==> src/rtl/cache_fill_ctrl_pkg.sv <==
// Shared types for the cache fill controller: FSM state encoding and PLRU sizing.
package cache_fill_ctrl_pkg;

    typedef enum logic [2:0] {
        ST_IDLE     = 3'd0,
        ST_MEM_REQ  = 3'd1,
        ST_MEM_WAIT = 3'd2,
        ST_UPDATE   = 3'd3,
        ST_FLUSH    = 3'd4
    } fill_state_e;

    // A binary tree over N ways has N-1 internal nodes.
    function automatic int plru_width(input int ways);
        return ways - 1;
    endfunction

endpackage

==> src/rtl/cache_fill_ctrl_plru.sv <==
// Per-set tree pseudo-LRU state: combinational victim read, hit and fill touch
// ports (fill wins when both hit the same set) and a per-set clear.
module cache_fill_ctrl_plru
    import cache_fill_ctrl_pkg::*;
#(
    parameter int NUM_WAYS     = 4,
    parameter int NUM_SETS     = 16,
    parameter int NUM_WAYS_LOG = $clog2(NUM_WAYS),
    parameter int NUM_SETS_LOG = $clog2(NUM_SETS)
) (
    input  logic                    clk,
    input  logic                    rst_n,
    input  logic [NUM_SETS_LOG-1:0] rd_set_idx,
    output logic [NUM_WAYS_LOG-1:0] victim_way_idx,
    input  logic                    hit_en,
    input  logic [NUM_SETS_LOG-1:0] hit_set_idx,
    input  logic [NUM_WAYS_LOG-1:0] hit_way_idx,
    input  logic                    fill_en,
    input  logic [NUM_SETS_LOG-1:0] fill_set_idx,
    input  logic [NUM_WAYS_LOG-1:0] fill_way_idx,
    input  logic                    clr_en,
    input  logic [NUM_SETS_LOG-1:0] clr_set_idx
);

    localparam int PLRU_W = plru_width(NUM_WAYS);

    logic [PLRU_W-1:0] plru_r [NUM_SETS];

    // Heap-ordered tree: node n has children 2n+1 (left) and 2n+2 (right);
    // a node bit of 1 means the victim lies in the right subtree.
    function automatic logic [PLRU_W-1:0] plru_touch(input logic [PLRU_W-1:0] bits,
                                                     input logic [NUM_WAYS_LOG-1:0] way);
        logic [PLRU_W-1:0]       res;
        logic [NUM_WAYS_LOG-1:0] way_sh;
        logic                    dir;
        int                      node;
        res    = bits;
        way_sh = way;
        node   = 0;
        for (int lvl = 0; lvl < NUM_WAYS_LOG; lvl++) begin
            dir    = way_sh[NUM_WAYS_LOG-1];
            way_sh = way_sh << 1;
            for (int n = 0; n < PLRU_W; n++) begin
                res[n] = (n == node) ? ~dir : res[n];
            end
            node = 2 * node + (dir ? 2 : 1);
        end
        return res;
    endfunction

    function automatic logic [NUM_WAYS_LOG-1:0] plru_victim(input logic [PLRU_W-1:0] bits);
        logic [NUM_WAYS_LOG-1:0] way;
        logic                    bit_v;
        int                      node;
        way  = '0;
        node = 0;
        for (int lvl = 0; lvl < NUM_WAYS_LOG; lvl++) begin
            bit_v = 1'b0;
            for (int n = 0; n < PLRU_W; n++) begin
                bit_v = (n == node) ? bits[n] : bit_v;
            end
            way  = (way << 1) | NUM_WAYS_LOG'(bit_v);
            node = 2 * node + (bit_v ? 2 : 1);
        end
        return way;
    endfunction

    assign victim_way_idx = plru_victim(plru_r[rd_set_idx]);

    // Tree state update: clear beats fill beats hit within one set; distinct sets update independently.
    always_ff @(posedge clk or negedge rst_n) begin
        if (!rst_n) begin
            for (int s = 0; s < NUM_SETS; s++) begin
                plru_r[s] <= '0;
            end
        end else begin
            for (int s = 0; s < NUM_SETS; s++) begin
                if (clr_en && (clr_set_idx == NUM_SETS_LOG'(s))) begin
                    plru_r[s] <= '0;
                end else if (fill_en && (fill_set_idx == NUM_SETS_LOG'(s))) begin
                    plru_r[s] <= plru_touch(plru_r[s], fill_way_idx);
                end else if (hit_en && (hit_set_idx == NUM_SETS_LOG'(s))) begin
                    plru_r[s] <= plru_touch(plru_r[s], hit_way_idx);
                end else begin
                    plru_r[s] <= plru_r[s];
                end
            end
        end
    end

endmodule

==> src/rtl/cache_fill_ctrl.sv <==
// Miss/fill sequencer and sole owner of the tag-array update port; also walks
// the whole array to invalidate it on a flush request.
module cache_fill_ctrl
    import cache_fill_ctrl_pkg::*;
#(
    parameter int NUM_WAYS        = 4,
    parameter int NUM_SETS        = 16,
    parameter int CACHE_TAG_WIDTH = 22,
    parameter int NUM_WAYS_LOG    = $clog2(NUM_WAYS),
    parameter int NUM_SETS_LOG    = $clog2(NUM_SETS)
) (
    input  logic                       clk,
    input  logic                       rst_n,
    input  logic                       miss_valid,
    output logic                       miss_ready,
    input  logic [NUM_SETS_LOG-1:0]    miss_set_idx,
    input  logic [CACHE_TAG_WIDTH-1:0] miss_tag,
    input  logic                       hit_en,
    input  logic [NUM_SETS_LOG-1:0]    hit_set_idx,
    input  logic [NUM_WAYS_LOG-1:0]    hit_way_idx,
    input  logic                       flush_req,
    output logic                       flush_done,
    output logic                       mem_req_valid,
    input  logic                       mem_req_ready,
    output logic [NUM_SETS_LOG-1:0]    mem_req_set_idx,
    output logic [CACHE_TAG_WIDTH-1:0] mem_req_tag,
    output logic [NUM_WAYS_LOG-1:0]    mem_req_way_idx,
    input  logic                       mem_resp_valid,
    output logic                       update_en,
    output logic [NUM_WAYS_LOG-1:0]    update_way_idx,
    output logic [NUM_SETS_LOG-1:0]    update_set_idx,
    output logic [CACHE_TAG_WIDTH-1:0] update_tag,
    output logic                       update_valid,
    output logic                       fill_done,
    output logic [NUM_WAYS_LOG-1:0]    fill_way_idx,
    output logic                       busy
);

    localparam int CNT_W = NUM_SETS_LOG + NUM_WAYS_LOG;

    fill_state_e                         state_r, next_state_s;
    logic                                active_r;
    logic                                idle_ok_s, miss_accept_s, flush_start_s;
    logic [NUM_SETS_LOG-1:0]             set_r;
    logic [CACHE_TAG_WIDTH-1:0]          tag_r;
    logic [NUM_WAYS_LOG-1:0]             way_r;
    logic [CNT_W-1:0]                    flush_cnt_r, flush_cnt_next_s;
    logic                                flush_last_s;
    logic [NUM_SETS-1:0][NUM_WAYS-1:0]   shadow_r;
    logic                                inv_found_s;
    logic [NUM_WAYS_LOG-1:0]             inv_way_s, plru_victim_s, victim_s;
    logic [NUM_SETS_LOG-1:0]             cur_set_s;
    logic [CACHE_TAG_WIDTH-1:0]          cur_tag_s;
    logic [NUM_WAYS_LOG-1:0]             cur_way_s;

    logic                                mem_req_valid_s, mem_req_valid_r;
    logic [NUM_SETS_LOG-1:0]             mem_req_set_s, mem_req_set_r;
    logic [CACHE_TAG_WIDTH-1:0]          mem_req_tag_s, mem_req_tag_r;
    logic [NUM_WAYS_LOG-1:0]             mem_req_way_s, mem_req_way_r;
    logic                                update_en_s, update_en_r;
    logic [NUM_WAYS_LOG-1:0]             update_way_s, update_way_r;
    logic [NUM_SETS_LOG-1:0]             update_set_s, update_set_r;
    logic [CACHE_TAG_WIDTH-1:0]          update_tag_s, update_tag_r;
    logic                                update_valid_s, update_valid_r;
    logic                                fill_done_s, fill_done_r;
    logic [NUM_WAYS_LOG-1:0]             fill_way_s, fill_way_r;
    logic                                flush_done_s, flush_done_r;

    // active_r keeps miss_ready low while in reset and for the first cycle after.
    assign idle_ok_s     = active_r && (state_r == ST_IDLE);
    assign miss_ready    = idle_ok_s && !flush_req;
    assign flush_start_s = idle_ok_s && flush_req;
    assign miss_accept_s = miss_ready && miss_valid;
    assign busy          = (state_r != ST_IDLE);
    assign flush_last_s  = &flush_cnt_r;

    cache_fill_ctrl_plru #(
        .NUM_WAYS     (NUM_WAYS),
        .NUM_SETS     (NUM_SETS),
        .NUM_WAYS_LOG (NUM_WAYS_LOG),
        .NUM_SETS_LOG (NUM_SETS_LOG)
    ) u_plru (
        .clk            (clk),
        .rst_n          (rst_n),
        .rd_set_idx     (miss_set_idx),
        .victim_way_idx (plru_victim_s),
        .hit_en         (hit_en && (state_r != ST_FLUSH)),
        .hit_set_idx    (hit_set_idx),
        .hit_way_idx    (hit_way_idx),
        .fill_en        (state_r == ST_UPDATE),
        .fill_set_idx   (set_r),
        .fill_way_idx   (way_r),
        .clr_en         ((state_r == ST_FLUSH) && (flush_cnt_r[NUM_WAYS_LOG-1:0] == '0)),
        .clr_set_idx    (flush_cnt_r[CNT_W-1:NUM_WAYS_LOG])
    );

    // Victim choice: lowest-index invalid way, otherwise the PLRU pick.
    always_comb begin
        inv_found_s = 1'b0;
        inv_way_s   = '0;
        for (int w = NUM_WAYS - 1; w >= 0; w--) begin
            if (!shadow_r[miss_set_idx][w]) begin
                inv_found_s = 1'b1;
                inv_way_s   = NUM_WAYS_LOG'(w);
            end else begin
                inv_found_s = inv_found_s;
            end
        end
        victim_s = inv_found_s ? inv_way_s : plru_victim_s;
    end

    // Request fields come straight from the miss port on the accept edge, from the latches after.
    always_comb begin
        if (state_r == ST_IDLE) begin
            cur_set_s = miss_set_idx;
            cur_tag_s = miss_tag;
            cur_way_s = victim_s;
        end else begin
            cur_set_s = set_r;
            cur_tag_s = tag_r;
            cur_way_s = way_r;
        end
    end

    // State register.
    always_ff @(posedge clk or negedge rst_n) begin
        if (!rst_n) begin
            state_r  <= ST_IDLE;
            active_r <= 1'b0;
        end else begin
            state_r  <= next_state_s;
            active_r <= 1'b1;
        end
    end

    // Next-state logic; flush_req outranks a concurrent miss.
    always_comb begin
        next_state_s = state_r;
        case (state_r)
            ST_IDLE: begin
                if (flush_start_s) begin
                    next_state_s = ST_FLUSH;
                end else if (miss_accept_s) begin
                    next_state_s = ST_MEM_REQ;
                end else begin
                    next_state_s = ST_IDLE;
                end
            end
            ST_MEM_REQ:  next_state_s = mem_req_ready ? ST_MEM_WAIT : ST_MEM_REQ;
            ST_MEM_WAIT: next_state_s = mem_resp_valid ? ST_UPDATE : ST_MEM_WAIT;
            ST_UPDATE:   next_state_s = ST_IDLE;
            ST_FLUSH:    next_state_s = flush_last_s ? ST_IDLE : ST_FLUSH;
            default:     next_state_s = ST_IDLE;
        endcase
    end

    // Flush walk position for the next cycle: set-major, way-minor.
    always_comb begin
        if (flush_start_s) begin
            flush_cnt_next_s = '0;
        end else if (state_r == ST_FLUSH) begin
            flush_cnt_next_s = flush_cnt_r + {{(CNT_W-1){1'b0}}, 1'b1};
        end else begin
            flush_cnt_next_s = flush_cnt_r;
        end
    end

    // Output decode: values for the registered outputs, keyed on the state being entered.
    always_comb begin
        mem_req_valid_s = 1'b0;
        mem_req_set_s   = '0;
        mem_req_tag_s   = '0;
        mem_req_way_s   = '0;
        update_en_s     = 1'b0;
        update_way_s    = '0;
        update_set_s    = '0;
        update_tag_s    = '0;
        update_valid_s  = 1'b0;
        fill_done_s     = 1'b0;
        fill_way_s      = '0;
        flush_done_s    = 1'b0;
        case (next_state_s)
            ST_MEM_REQ: begin
                mem_req_valid_s = 1'b1;
                mem_req_set_s   = cur_set_s;
                mem_req_tag_s   = cur_tag_s;
                mem_req_way_s   = cur_way_s;
            end
            ST_UPDATE: begin
                update_en_s    = 1'b1;
                update_valid_s = 1'b1;
                update_set_s   = set_r;
                update_way_s   = way_r;
                update_tag_s   = tag_r;
                fill_done_s    = 1'b1;
                fill_way_s     = way_r;
            end
            ST_FLUSH: begin
                update_en_s  = 1'b1;
                update_set_s = flush_cnt_next_s[CNT_W-1:NUM_WAYS_LOG];
                update_way_s = flush_cnt_next_s[NUM_WAYS_LOG-1:0];
            end
            ST_IDLE:     flush_done_s = (state_r == ST_FLUSH);
            default:     flush_done_s = 1'b0;
        endcase
    end

    // Registered outputs.
    always_ff @(posedge clk or negedge rst_n) begin
        if (!rst_n) begin
            mem_req_valid_r <= 1'b0;
            mem_req_set_r   <= '0;
            mem_req_tag_r   <= '0;
            mem_req_way_r   <= '0;
            update_en_r     <= 1'b0;
            update_way_r    <= '0;
            update_set_r    <= '0;
            update_tag_r    <= '0;
            update_valid_r  <= 1'b0;
            fill_done_r     <= 1'b0;
            fill_way_r      <= '0;
            flush_done_r    <= 1'b0;
        end else begin
            mem_req_valid_r <= mem_req_valid_s;
            mem_req_set_r   <= mem_req_set_s;
            mem_req_tag_r   <= mem_req_tag_s;
            mem_req_way_r   <= mem_req_way_s;
            update_en_r     <= update_en_s;
            update_way_r    <= update_way_s;
            update_set_r    <= update_set_s;
            update_tag_r    <= update_tag_s;
            update_valid_r  <= update_valid_s;
            fill_done_r     <= fill_done_s;
            fill_way_r      <= fill_way_s;
            flush_done_r    <= flush_done_s;
        end
    end

    // Miss latches and flush counter.
    always_ff @(posedge clk or negedge rst_n) begin
        if (!rst_n) begin
            set_r       <= '0;
            tag_r       <= '0;
            way_r       <= '0;
            flush_cnt_r <= '0;
        end else begin
            set_r       <= cur_set_s;
            tag_r       <= cur_tag_s;
            way_r       <= cur_way_s;
            flush_cnt_r <= flush_cnt_next_s;
        end
    end

    // Shadow valid bitmap mirrors what has been written to the tag array.
    always_ff @(posedge clk or negedge rst_n) begin
        if (!rst_n) begin
            shadow_r <= '0;
        end else if (state_r == ST_UPDATE) begin
            shadow_r[set_r][way_r] <= 1'b1;
        end else if (state_r == ST_FLUSH) begin
            shadow_r[flush_cnt_r[CNT_W-1:NUM_WAYS_LOG]][flush_cnt_r[NUM_WAYS_LOG-1:0]] <= 1'b0;
        end else begin
            shadow_r <= shadow_r;
        end
    end

    assign mem_req_valid   = mem_req_valid_r;
    assign mem_req_set_idx = mem_req_set_r;
    assign mem_req_tag     = mem_req_tag_r;
    assign mem_req_way_idx = mem_req_way_r;
    assign update_en       = update_en_r;
    assign update_way_idx  = update_way_r;
    assign update_set_idx  = update_set_r;
    assign update_tag      = update_tag_r;
    assign update_valid    = update_valid_r;
    assign fill_done       = fill_done_r;
    assign fill_way_idx    = fill_way_r;
    assign flush_done      = flush_done_r;

endmodule
==> config.mk <==
export PLATFORM = sky130hd
export DESIGN_NAME = cache_fill_ctrl
export DESIGN_NICKNAME = d
export VERILOG_FILES = /design/src/rtl/cache_fill_ctrl_pkg.sv /design/src/rtl/cache_fill_ctrl_plru.sv /design/src/rtl/cache_fill_ctrl.sv
export SDC_FILE = /design/constraint.sdc
export NUM_CORES = 1
export LEC_CHECK = 0
export BUFFER_PORTS_ARGS = -buffer_cell sky130_fd_sc_hd__buf_4
export CAP_MARGIN = 20
export CORE_MARGIN = 4
export CORE_UTILIZATION = 42
export DETAILED_ROUTE_END_ITERATION = 12
export PLACE_DENSITY_LB_ADDON = 0.2
export RECOVER_POWER = 25
export SLEW_MARGIN = 0
export SYNTH_ARGS = -nofsm -noshare
export SYNTH_HDL_FRONTEND = slang
export SYNTH_SLANG_ARGS = --single-unit
==> constraint.sdc <==
create_clock -name clk -period 3.4 [get_ports clk]
set_input_delay 0.51 -clock clk [delete_from_list [all_inputs] [get_ports clk]]
set_output_delay 0.51 -clock clk [all_outputs]
set_load 0.005 [all_outputs]
==> results of run 1 <==
-- registers in the layout, indices dropped and copies added (netlist names) --
register         count
shadow_r            64
u_plru.plru_r       48
mem_req_tag         22
tag_r               22
update_tag          22
flush_cnt_r          6
mem_req_set_idx      4
set_r                4
update_set_idx       4
state_r              3
fill_way_idx         2
mem_req_way_idx      2
update_way_idx       2
way_r                2
active_r             1
fill_done            1
flush_done           1
mem_req_valid        1
update_en            1
-- metrics by stage --
| stage | power (uW) | worst slack [ns] | cell area [um2] |
|---|---|---|---|
| detailed placement | 5530 | 0.806 | 11000 |
| global route | 8730 | 0.301 | 11900 |
| global placement | 5500 | 0.840 | 11000 |
| CTS | 8330 | 0.474 | 11900 |
| floorplan | 4750 | 1.23 | 10000 |
| finish | 8290 | 0.459 | 11900 |
-- cells by family (layout without fill, tap and decap cells) --
family	count (synthesis)	after routing
flip-flops	212	212
multiplexers	69	69
AND/OR/NAND/NOR	312	312
XOR/XNOR	7	7
buffers and inverters	90	182
other	1	1
adder cells (fa/ha/maj)	4	4
AO/OA/AOI/OAI	254	254
-- per-layer routing --
layer | vias to the layer above | global-route usage | wire [um]
met5 | - | 0 | 0
met4 | 0 | 0.0631 | 853
met3 | 68 | 0.0448 | 2250
met2 | 335 | 0.338 | 13600
met1 | 3949 | 0.322 | 12700
li1 | 3571 | - | -
-- cells in the mapped netlist (4+ instances only) --
cell type / number
ha_1: 4
nor2_1: 51
inv_1: 21
or2_2: 6
nor3_1: 14
clkbuf_1: 48
nor4_1: 7
buf_6: 4
nor2b_1: 7
nand2b_1: 9
o21a_1: 5
mux2_1: 8
dfrtp_1: 212
or3_1: 6
o22ai_1: 4
and2_1: 28
a31oi_1: 20
mux2i_1: 17
o41a_1: 6
a21oi_1: 41
nand4b_1: 6
o31ai_1: 7
mux4_2: 30
nand2_1: 115
nand3_1: 20
xor2_1: 5
nand4_1: 6
nand3b_1: 7
buf_2: 12
mux2_2: 14
a311oi_1: 4
o21ai_0: 134
a21o_1: 5
nand4bb_1: 6
-- path summary, 6_finish.rpt --
path	from	endpoint	slack, ns	depth (start not counted)
hold / removal	miss_tag[15]	tag_r[15]	0.21	3
setup reg to reg	state_r[1]	mem_req_way_idx[1]	0.91	7
setup / recovery	state_r[1]	busy	0.46	4
hold reg to reg	tag_r[19]	update_tag[19]	0.47	1
min in group asynchronous	rst_n	mem_req_tag[10]	0.65	1
max in group asynchronous	rst_n	shadow_r[26]	0.87	2
-- power by group through the flow --
stage	combinational, uW	sequential, uW	clock (uW)
2_1_floorplan	1460	3290	0
3_3_place_gp	1970	3530	0
3_5_place_dp	1990	3540	0
4_1_cts	2000	3500	2830
5_1_grt	2210	3570	2940
6_report	1990	3510	2780
-- cell type report --
type | instances | area (um2)
inverter | 21 | 78.8
tap | 319 | 399
clock inverter | 6 | 130
sequential | 212 | 5310
multi-input combinational | 647 | 4340
clock buffer | 37 | 731
fill | 2125 | 11600
timing repair buffer | 118 | 896
-- worst max-delay path: cells and delay by family, from the launching register on --
kind                   cells  cell delay, ns
buffers and inverters      3            0.79
AND/OR/NAND/NOR            1            0.63
flip-flops                 1            0.50
==> impl_metrics.csv, run 1 <==
group,metric,value,unit
synth,syn_nets,992,
drt,drt_pass1_iterations,6,
cells_and_area,final_cell_mix,"212 x dfrtp_1, 134 x o21ai_0, 115 x nand2_1, 115 x buf_4, 51 x nor2_1",
grt,antenna_found_initial,0,
grt,grt.overflow.total,0,
placed_design,gp_congestion,0.926,
synth,netlist.area_leader.share,0.529,
sta,hold_viol_final,0,
floorplan,initial_core_util,0.427,
synth,async_flop_share,1.00,
grt,grt_pass1_wl,45400,um
placed_design,hpwl,20300,um
synth,synth_top_family_by_area,"simple AND/OR/NAND/NOR gates",
cells_and_area,final_common_cell,"dfrtp_1",
synth,yosys.area_share.simple,0.162,
floorplan,ios,104,
job,cap_violations,1,
synth,ys_ff_latch,212,
sta,finalClockSkew,0.0222,ns
synth,synth-xor-area-share,0.00611,
setup_path,endpoint_kind,"primary output",
power_and_ir_drop,p_per_area,697,nW/um2
power_and_ir_drop,pwr-share-comb,0.240,
power_and_ir_drop,p_int,5640,uW
synth,yosys_most_used_dff,"dfrtp_1",
clock_network,clk_latency,0.52,ns
setup_path,max_stage_delay,0.63,ns
sta,max_freq,0.340,GHz
clock_network,post_cts_buffers,0,
synth,yosysUniqueCellTypes,72,
cells_and_area,areaGrowthSynthToFinish,18.5,%
sta,period_share,0.865,
sta,drv_slew,87,
setup_path,cp_max_fo,26,
drt,wire_per_inst,21.6,um
synth,synthAdderAreaFrac,0.00499,
sta,fin_setup_tns,0,ns
synth,ys_warn_count,0,
synth,synth_compound_area_frac,0.149,
sta,min_period,2.94,ns
clock_network,htree_levels,1,
cells_and_area,drive_gt1_frac,0.212,
clock_network,root_buffer,"clkbuf_16",
power_and_ir_drop,p_switching,2650,uW
floorplan,core_area,23500,um2
sta,rsz0062_at_grt,"no",
cells_and_area,final_util,0.506,
synth,synth_mux_area_frac,0.109,
outcome,violations,"capacitance limit, slew limit",
placed_design,port_buffers,103,
clock_network,hold_buffers,0,
setup_path,cp.arrival,2.43,ns
setup_path,critPathKind,"reg2out",
synth,synth_edf_count,0,
clock_network,clk_pin_slew,0.06,ns
sta,holdWs,0.213,ns
cells_and_area,fin_cells,1360,
synth,synth_area_leaders,"dfrtp_1 53%, mux4_2 6.7%, o21ai_0 6.7%",
synth,yosysTopAreaCell,"dfrtp_1",
power_and_ir_drop,total_leakage_power,0.00543,uW
sta,final-setup-viol-count,0,
floorplan,rows,56,
synth,postSynthAreaPerCell,10.6,um2
drt,finalWirelength,29400,um
cells_and_area,antenna_cells,0,
drt,viasPerCell,5.83,
power_and_ir_drop,clkPwrFrac,0.336,
power_and_ir_drop,p_sw_frac,0.320,
clock_network,clock_sinks,212,
floorplan,fp.dieW,163,um
drt,drc_errors,0,
sta,tightest_slew,2.17,ns
worst_hold_path,hp-class,"in2reg",
synth,syn_inst,949,
power_and_ir_drop,ir_worst_vdd,0.402,mV
placed_design,dpl.cell_count,1317,
cells_and_area,final_nets,1067,
floorplan,die_h,163,um
clock_network,clock_path_buffers,3,
clock_network,cts-buffers-inserted,24,
setup_path,worstPathRequired,2.89,ns
outcome,status,"finished with violations",
synth,synth-seq-area-share,0.529,
setup_path,crit_slowest_cell,"nor3_2",
drt,routed-via-count,7923,
drt,drtAntennaViolNets,0,
setup_path,cp-start-kind,"flip-flop",
grt,grt_max_degree,88,
clock_network,ctsResizeCount,0,
synth,netlist_area,10000,um2
floorplan,fp.dieArea,26400,um2
sta,relSlewSlack,-0.447,
power_and_ir_drop,pwr-share-seq,0.424,
clock_network,cts_tree,"done",
setup_path,crit_chain,"nor3_2 > inv_1 > buf_4 > buf_4",
setup_path,path_common_cell,"buf_4",
grt,grt_use_total,0.221,
drt,drtIter0Drc,943,
grt,grt_pass1_vias,7627,
Power figures use the tool's default switching activity.
==> run 2: changes to the inputs <==
--- a/config.mk
+++ b/config.mk
@@ -10,7 +10,7 @@
 export CORE_MARGIN = 4
 export CORE_UTILIZATION = 42
 export DETAILED_ROUTE_END_ITERATION = 12
-export PLACE_DENSITY_LB_ADDON = 0.2
+export PLACE_DENSITY_LB_ADDON = 0.1
 export RECOVER_POWER = 25
 export SLEW_MARGIN = 0
 export SYNTH_ARGS = -nofsm -noshare
==> constraint.sdc (replaced) <==
create_clock -name clk -period 2.5 [get_ports clk]
set_input_delay 0.375 -clock clk [delete_from_list [all_inputs] [get_ports clk]]
set_output_delay 0.375 -clock clk [all_outputs]
set_load 0.005 [all_outputs]
==> impl_metrics.csv, run 2 (synthesis results as in run 1) <==
group,metric,value,unit
outcome,status,"finished with violations",
outcome,violations,"capacitance limit, slew limit",
setup_path,cp.arrival,2.70,ns
power_and_ir_drop,pwr-share-seq,0.413,
sta,drv_slew,69,
floorplan,fp.dieArea,26400,um2
drt,finalWirelength,30100,um
worst_hold_path,holdPathEnd,"tag_r[10]",
cells_and_area,areaGrowthSynthToFinish,21.9,%
sta,relSlewSlack,-0.122,
clock_network,clk_latency,0.52,ns
cells_and_area,final_common_cell,"dfrtp_1",
setup_path,rr_endpoint,"u_plru.plru_r[29]",
setup_path,cp_max_fo,9,
clock_network,root_buffer,"clkbuf_16",
cells_and_area,drive_gt1_frac,0.247,
sta,period_share,0.922,
clock_network,clock_path_buffers,3,
sta,max_freq,0.434,GHz
drt,viasPerCell,5.70,
setup_path,r2r_setup_slack,0.20,ns
floorplan,rows,56,
floorplan,initial_core_util,0.427,
drt,drtIter0Drc,661,
setup_path,critPathKind,"reg2reg",
floorplan,die_h,163,um
grt,grt_max_degree,70,
clock_network,cts_tree,"done",
sta,hold_viol_final,0,
power_and_ir_drop,pwr-share-comb,0.280,
placed_design,port_buffers,103,
drt,drt_pass1_iterations,5,
cells_and_area,reg_top3,"shadow_r x64, u_plru.plru_r x48",
clock_network,htree_levels,1,
floorplan,core_area,23500,um2
grt,grt_pass1_wl,46700,um
drt,drtAntennaViolNets,0,
drt,routed-via-count,8038,
drt,wire_per_inst,21.3,um
cells_and_area,antenna_cells,0,
sta,final-setup-viol-count,0,
worst_hold_path,hp-start,"miss_tag[10]",
cells_and_area,largest_reg_flops,64,
sta,fin_setup_tns,0,ns
placed_design,gp_congestion,0.927,
sta,tightest_slew,1.68,ns
power_and_ir_drop,p_per_area,922,nW/um2
grt,grt.overflow.total,0,
setup_path,cp-start-kind,"flip-flop",
power_and_ir_drop,p_switching,3730,uW
cells_and_area,final_nets,1117,
worst_hold_path,whs_path_depth,3,
cells_and_area,final_cell_mix,"212 x dfrtp_1, 160 x buf_4, 134 x o21ai_0, 115 x nand2_1, 51 x nor2_1",
grt,grt_pass1_vias,7981,
job,cap_violations,1,
power_and_ir_drop,p_sw_frac,0.331,
placed_design,hpwl,21300,um
sta,holdWs,0.0649,ns
sta,rsz0062_at_grt,"no",
floorplan,fp.dieW,163,um
sta,min_period,2.30,ns
cells_and_area,regMostFlops,"shadow_r",
setup_path,r2r-start,"state_r[2]",
drt,drc_errors,0,
sta,finalClockSkew,0.0175,ns
setup_path,worstRegToRegCells,5,
power_and_ir_drop,ir_worst_vdd,0.550,mV
setup_path,endpoint_kind,"flip-flop",
clock_network,clk_pin_slew,0.06,ns
setup_path,worstPathRequired,2.90,ns
worst_hold_path,hp-class,"in2reg",
power_and_ir_drop,clkPwrFrac,0.307,
clock_network,cts-buffers-inserted,24,
grt,grt_use_total,0.228,
floorplan,ios,104,
power_and_ir_drop,total_leakage_power,0.00564,uW
grt,antenna_found_initial,0,
clock_network,clock_sinks,212,
power_and_ir_drop,p_int,7540,uW
[run 2: stage by stage]
stage	std cells	total power, uW	setup slack (ns)	utilization	instance area (um2)
after CTS	1407	11300	0.139	0.520	12200
final	1411	11300	0.195	0.521	12200
after global placement	1361	7710	0.190	0.486	11400
after detailed placement	1361	7740	0.195	0.486	11400
after global routing	1411	11900	0.0248	0.521	12200
after floorplan	949	6460	0.385	-	10000
[run 2: cell type report]
cell class	instances	area, um2
Fill cell	2138	11300
Sequential cell	212	5310
Multi-Input combinational cell	647	4360
Timing Repair Buffer	168	1300
Clock buffer	37	709
Tap cell	319	399
Inverter	21	82.6
Clock inverter	7	73.8
[run 2: power by group through the flow]
stage / Sequential, uW / Combinational, uW / Clock, uW
finish: 4650 / 3160 / 3460
global route: 4720 / 3500 / 3680
CTS: 4630 / 3100 / 3550
detailed placement: 4690 / 3050 / 0
global placement: 4690 / 3020 / 0
floorplan: 4480 / 1990 / 0
[run 2: timing repair]
action / 4_1_cts / 5_1_grt
hold buffers: 1 / 0
setup endpoints to repair: 1 / 23
gates cloned: 0 / 0
buffers inserted: 1 / 4
pin swaps: 0 / 1
endpoints found under the hold margin: 64 / 0
resized for setup: 2 / 1
[run 2: critical path: stages, from the launching register on]
cell and delay [ns]:
dfrtp_1 0.42, or3b_1 0.51, nand4b_2 0.36, o311ai_0 0.43, o21ai_1 0.16, mux2_2 0.29
[run 2: routing by layer]
| metal | up-vias | share of wire | track usage |
|---|---|---|---|
| li1 | 3676 | - | - |
| met1 | 4020 | 0.45 | 0.341 |
| met2 | 281 | 0.45 | 0.344 |
| met3 | 61 | 0.067 | 0.0349 |
| met4 | 0 | 0.029 | 0.0727 |
| met5 | - | 0 | 0 |
[run 2: worst max-delay path by stage]
stage               start                 to  slack [ns]
4_1_cts        state_r[2]       shadow_r[63]        0.14
5_1_grt        state_r[2]       shadow_r[45]        0.02
3_3_place_gp   state_r[2]  u_plru.plru_r[38]        0.19
6_report       state_r[2]  u_plru.plru_r[29]        0.20
3_5_place_dp   state_r[2]  u_plru.plru_r[38]        0.20
2_1_floorplan  state_r[1]   u_plru.plru_r[7]        0.39
